`src/rtl/alkcin_if.sv`:
```
// Signal bundle between the ALK carry-input control and the alkcin carry-return block.
// Optional ALKCIN_STICKY_EN adds the sticky-carry report and its clear.
interface alkcin_if #(
  parameter int CNT_W = 6
);
  logic             step_en_h;
  logic             alu_cout_l;
  logic             alkc_ld_h;
  logic             alkc_clr_h;
  logic             div_start_h;
  logic             div_abort_h;
  logic             alkc_flag_h;
  logic             carry_invert_h;
  logic             quo_bit_h;
  logic             div_busy_h;
  logic             div_done_h;
  logic [CNT_W-1:0] div_count_h;
  logic [1:0]       dbg_state;
`ifdef ALKCIN_STICKY_EN
  logic             sticky_clr_h;
  logic             sticky_c_h;
`endif

  // Handshake: there is no valid/ready pair; every input is qualified only by
  // step_en_h on a rising clk_h edge, and every output is a registered level.
  modport master (
    output step_en_h, alu_cout_l, alkc_ld_h, alkc_clr_h, div_start_h, div_abort_h,
`ifdef ALKCIN_STICKY_EN
    output sticky_clr_h,
    input  sticky_c_h,
`endif
    input  alkc_flag_h, carry_invert_h, quo_bit_h, div_busy_h, div_done_h,
    input  div_count_h, dbg_state
  );

  modport slave (
    input  step_en_h, alu_cout_l, alkc_ld_h, alkc_clr_h, div_start_h, div_abort_h,
`ifdef ALKCIN_STICKY_EN
    input  sticky_clr_h,
    output sticky_c_h,
`endif
    output alkc_flag_h, carry_invert_h, quo_bit_h, div_busy_h, div_done_h,
    output div_count_h, dbg_state
  );
endinterface

```
`src/rtl/alkcin.sv`:
```
// ALK carry-return path: ALKC carry flag plus the non-restoring DIVDBL step sequencer.
// Define ALKCIN_STICKY_EN to add the sticky carry-seen flag (sticky_c_h / sticky_clr_h).
module alkcin #(
  parameter int DIV_STEPS = 32,
  parameter int CNT_W     = 6
) (
  input  logic     clk_h,
  input  logic     reset_l,
  alkcin_if.slave  bus
);

  typedef enum logic [1:0] {
    IDLE = 2'd0,
    DIV  = 2'd1,
    DONE = 2'd2
  } state_t;

  state_t           state;
  logic             alkc;
  logic             carry_inv;
  logic             quo;
  logic             busy;
  logic             done;
  logic [CNT_W-1:0] count;
  logic             alu_carry;

  assign alu_carry = ~bus.alu_cout_l;

  always_ff @(posedge clk_h or negedge reset_l) begin
    if (!reset_l) begin
      state     <= IDLE;
      alkc      <= 1'b0;
      carry_inv <= 1'b0;
      quo       <= 1'b0;
      busy      <= 1'b0;
      done      <= 1'b0;
      count     <= '0;
    end else if (bus.step_en_h) begin
      if (bus.alkc_clr_h)      alkc <= 1'b0;
      else if (state == DIV)   alkc <= alu_carry;
      else if (bus.alkc_ld_h)  alkc <= alu_carry;

      done <= 1'b0;
      case (state)
        IDLE: begin
          if (bus.div_start_h && !bus.div_abort_h) begin
            state     <= DIV;
            busy      <= 1'b1;
            count     <= CNT_W'(DIV_STEPS - 1);
            carry_inv <= 1'b1;   // first non-restoring step always subtracts
          end else begin
            carry_inv <= 1'b0;
          end
        end
        DIV: begin
          if (bus.div_abort_h) begin
            state     <= IDLE;
            busy      <= 1'b0;
            count     <= '0;
            carry_inv <= 1'b0;
          end else begin
            quo <= alu_carry;
            if (count == '0) begin
              state     <= DONE;
              busy      <= 1'b0;
              done      <= 1'b1;
              carry_inv <= 1'b0;
            end else begin
              count     <= count - 1'b1;
              // carry out means the partial remainder stayed nonnegative
              carry_inv <= alu_carry;
            end
          end
        end
        DONE: begin
          state     <= IDLE;
          count     <= '0;
          carry_inv <= 1'b0;
        end
        default: begin
          state     <= IDLE;
          busy      <= 1'b0;
          count     <= '0;
          carry_inv <= 1'b0;
        end
      endcase
    end
  end

`ifdef ALKCIN_STICKY_EN
  logic sticky;

  always_ff @(posedge clk_h or negedge reset_l) begin
    if (!reset_l) begin
      sticky <= 1'b0;
    end else if (bus.step_en_h) begin
      if (bus.sticky_clr_h)                      sticky <= 1'b0;
      else if (bus.alkc_ld_h || (state == DIV))  sticky <= sticky | alu_carry;
    end
  end

  assign bus.sticky_c_h = sticky;
`endif

  assign bus.alkc_flag_h    = alkc;
  assign bus.carry_invert_h = carry_inv;
  assign bus.quo_bit_h      = quo;
  assign bus.div_busy_h     = busy;
  assign bus.div_done_h     = done;
  assign bus.div_count_h    = count;
  assign bus.dbg_state      = state;

endmodule

```
`src/flat_wrapper.sv`:
```
// flat-port wrapper written by rule: the top's interface ports become plain ports
module alkcin_flat 
#(
  parameter int DIV_STEPS = 32,
  parameter int CNT_W     = 6
)
  (clk_h, reset_l, bus_step_en_h, bus_alu_cout_l, bus_alkc_ld_h, bus_alkc_clr_h, bus_div_start_h, bus_div_abort_h, bus_alkc_flag_h, bus_carry_invert_h, bus_quo_bit_h, bus_div_busy_h, bus_div_done_h, bus_div_count_h, bus_dbg_state);
  alkcin_if #(.CNT_W(CNT_W)) bus_i ();
  input  logic clk_h;
  input  logic reset_l;
  input wire logic [$bits(bus_i.step_en_h)-1:0] bus_step_en_h;
  input wire logic [$bits(bus_i.alu_cout_l)-1:0] bus_alu_cout_l;
  input wire logic [$bits(bus_i.alkc_ld_h)-1:0] bus_alkc_ld_h;
  input wire logic [$bits(bus_i.alkc_clr_h)-1:0] bus_alkc_clr_h;
  input wire logic [$bits(bus_i.div_start_h)-1:0] bus_div_start_h;
  input wire logic [$bits(bus_i.div_abort_h)-1:0] bus_div_abort_h;
  output wire logic [$bits(bus_i.alkc_flag_h)-1:0] bus_alkc_flag_h;
  output wire logic [$bits(bus_i.carry_invert_h)-1:0] bus_carry_invert_h;
  output wire logic [$bits(bus_i.quo_bit_h)-1:0] bus_quo_bit_h;
  output wire logic [$bits(bus_i.div_busy_h)-1:0] bus_div_busy_h;
  output wire logic [$bits(bus_i.div_done_h)-1:0] bus_div_done_h;
  output wire logic [$bits(bus_i.div_count_h)-1:0] bus_div_count_h;
  output wire logic [$bits(bus_i.dbg_state)-1:0] bus_dbg_state;
  assign bus_i.step_en_h = bus_step_en_h;
  assign bus_i.alu_cout_l = bus_alu_cout_l;
  assign bus_i.alkc_ld_h = bus_alkc_ld_h;
  assign bus_i.alkc_clr_h = bus_alkc_clr_h;
  assign bus_i.div_start_h = bus_div_start_h;
  assign bus_i.div_abort_h = bus_div_abort_h;
  assign bus_alkc_flag_h = bus_i.alkc_flag_h;
  assign bus_carry_invert_h = bus_i.carry_invert_h;
  assign bus_quo_bit_h = bus_i.quo_bit_h;
  assign bus_div_busy_h = bus_i.div_busy_h;
  assign bus_div_done_h = bus_i.div_done_h;
  assign bus_div_count_h = bus_i.div_count_h;
  assign bus_dbg_state = bus_i.dbg_state;
  alkcin #(.DIV_STEPS(DIV_STEPS), .CNT_W(CNT_W)) u_core (.clk_h(clk_h), .reset_l(reset_l), .bus(bus_i));
endmodule
```
`config.mk`:
```
export PLATFORM = sky130hd
export DESIGN_NAME = alkcin_flat
export DESIGN_NICKNAME = d
export VERILOG_FILES = /design/src/rtl/alkcin_if.sv /design/src/rtl/alkcin.sv /design/src/flat_wrapper.sv
export SDC_FILE = /design/constraint.sdc
export NUM_CORES = 1
export LEC_CHECK = 0
export ABC_AREA = 1
export CAP_MARGIN = 20
export CORE_MARGIN = 2
export CORE_UTILIZATION = 46
export CTS_CLUSTER_DIAMETER = 200
export DETAILED_ROUTE_END_ITERATION = 6
export PLACE_DENSITY = 0.77
export SYNTH_ARGS = -nofsm -noshare
export SYNTH_HDL_FRONTEND = slang
export SYNTH_SLANG_ARGS = --single-unit
```
`constraint.sdc`:
```
create_clock -name clk_h -period 1.5 [get_ports clk_h]
set_input_delay 0.375 -clock clk_h [delete_from_list [all_inputs] [get_ports clk_h]]
set_output_delay 0.375 -clock clk_h [all_outputs]
set_load 0.03 [all_outputs]
```
==> reports/metrics.cfg <==
[global_route]
grt_usage_pct = 19.32
use_met1_pct = 28.97
grt.busiest_layer = met1
grt_pass1_vias = 627
grt_pass1_wl_mm = 2.746
antenna_found_initial = 0
use_met2_pct = 27.25
grt-ovfl-total = 0
grt_max_degree = 14
grtUsageMet3_pct = 2.449

[drt]
drt_iter0_drc = 18
antenna_left = 0
dr.pass1.iters = 4
vias_per_cell = 4.804
wl_per_cell_um = 11.32
vias = 711
drc = 0
wl_mm = 1.675

[setup_path]
crit_required_ns = 1.12
critPathTopFamily = buffers and inverters
crit_path_max_fanout = 3
crit_buf_inv = 1
r2r_start = u_core.bus.dbg_state[0]
worstSetupPathType = reg -> out
worst_setup_path_start_kind = flip-flop
slowest_delay_ns = 0.40
crit_chain = dlygate4sd2_1
critPathArrivalTime_ns = 1.05
slowest_stage = dlygate4sd2_1
crit_start = u_core.bus.div_count_h[0]
end_kind = primary output

[placed_design]
gp_congestion = 0.8094
portBuffers = 20
place_area_um2 = 1051
dp_hpwl_mm = 1.297

[timing]
hold_viol_final = 0
rsz0062_at_grt = no
setup_viol = 0
fin_skew_ns = 0.002506
max_clock_freq_mhz = 704.2
fin_crit_ns = 1.420
period_share_pct = 94.67
tightest_slew_ns = 0.3130
relSlewSlack_pct = 79.22
setup_tns_ns = 0
finalMaxSlewViolations = 0
timing.hold.ws_ns = 0.3908

[clock_tree]
ctsResizeCount = 10
clkLatencyLatePin_ns = 0.28
cts_tree = built
htreeDepth = 1
cts_buffers = 3
clockRootBuffer = clkbuf_4
clk_pin_slew_ns = 0.08
clock_path_buffers = 2
postCtsSetupBuffers = 0
cts.sinks = 13
holdBufCountCts = 0

[die]
row_count = 14
start_util_pct = 49.59
dieArea_um2 = 1983
die_x_um = 44.53
coreArea_um2 = 1524
die_h_um = 44.53
boundaryPins = 21

[yosys]
synth_nets = 107
yosys_warnings = 0
synth_common_cells = nand2_1 (30), dfrtp_1 (13), inv_1 (8), nor2_1 (8), o21ai_0 (7)
synth_area_leaders = dfrtp_1 (43%), nand2_1 (15%), o21ai_0 (4.6%)
synth_top_cell_by_area = dfrtp_1
synth-seq-cells = 13
synth_most_common_cell = nand2_1
synth_cell_type_count = 20
synthFlopType = dfrtp_1
synth_edf_count = 0
synth_top_area_share_pct = 43.05
yosysSeqAreaShare_pct = 43.05
async_reset_ff_share_pct = 100.0
synthCells = 97
synth.cell_area_um2 = 755.7
avgSynthCellArea_um2 = 7.791

[final_layout]
finalInstanceArea_um2 = 1065
multi_input_area_um2 = 379.1
layout.nets = 143
fill_cells = 128
drive_gt1_share_pct = 22.73
n_antenna_cell = 0
area_growth_pct = 40.89
seq_area_um2 = 325.3

[flow_run]
maxCapViolCount = 0

[power_and_ir_drop]
p_total_mw = 2.187
p_leak_nw = 0.5535
powerDensity_nw_per_um2 = 2054
ir_drop_mv = 1.469

[hold_path]
hp-class = in -> async

[status]
outcome = finished clean

==> layer usage <==
| metal | share of wire [%] | vias up |
|---|---|---|
| li1 | - | 383 |
| met1 | 50 | 307 |
| met2 | 45 | 21 |
| met3 | 5.3 | 0 |
| met4 | 0 | 0 |
| met5 | 0 | - |
==> final timing paths <==
kind | end | slack (ns) | depth (start not counted)
max in group asynchronous | u_core.bus.div_count_h[4] | 0.95 | 2
hold / removal | u_core.bus.div_busy_h | 0.39 | 2
min in group clk_h | u_core.bus.carry_invert_h | 0.49 | 2
setup reg to reg | u_core.bus.dbg_state[0] | 0.15 | 9
setup / recovery | bus_div_count_h[0] | 0.08 | 1
hold reg to reg | u_core.bus.carry_invert_h | 0.49 | 2
==> layout make-up <==
| cell class | instances | share of cell area [%] |
|---|---|---|
| tap | 16 | 1.880 |
| multi-input combinational | 71 | 35.61 |
| timing repair buffer | 31 | 24.68 |
| sequential | 13 | 30.55 |
| clock buffer | 4 | 2.468 |
| inverter | 13 | 4.818 |
==> power by group <==
part           switching, mW  internal (mW)  total, mW  leakage [nW]
combinational          0.849          0.494       1.34         0.378
clock                  0.121          0.103      0.224        0.0150
sequential             0.129          0.491      0.619         0.161
==> per-stage QoR <==
stage / setup WS, ns / std cells / util, %
floorplan: 0.06544 / 97 / -
global placement: -0.1008 / 144 / 68.97
detailed placement: -0.1183 / 144 / 68.97
CTS: 0.06959 / 148 / 69.87
global route: 0.005109 / 148 / 69.87
finish: 0.07994 / 148 / 69.87
==> flip-flops by register name, summed over array words and instances, names as in the netlist <==
| register | cells |
|---|---|
| u_core.bus.div_count_h | 6 |
| u_core.bus.dbg_state | 2 |
| u_core.bus.alkc_flag_h | 1 |
| u_core.bus.carry_invert_h | 1 |
| u_core.bus.div_busy_h | 1 |
| u_core.bus.div_done_h | 1 |
| u_core.bus.quo_bit_h | 1 |
==> cell usage in the layout (no fill, tap or decap) <==
master           Yosys  layout
nand3_2              1       1
nor2_8               1       1
nand3_1              4       4
nor2_1               8       8
o21ai_1              4       4
inv_4                1       1
a21oi_1              4       4
o21ai_0              7       7
inv_1                8       8
clkbuf_1             0       1
xnor2_1              1       1
nand2_1             30      30
ha_1                 2       2
nor2_4               3       3
clkbuf_4             0       3
nand2_4              1       1
buf_4                0      14
o22ai_1              1       1
nand4_1              1       1
clkdlybuf4s50_1      0       7
o21a_1               1       1
nand2_2              2       2
dfrtp_1             13      13
dlygate4sd2_1        0      10
inv_2                4       4
==> logic make-up after synthesis <==
kind of cell,share of synthesized area [%]
compound gates,11.76
xor+xnor,1.159
fa+ha+maj,3.311
buf+inv,6.788
flops,43.05
simple gates,33.94
Power figures use the tool's default switching activity.
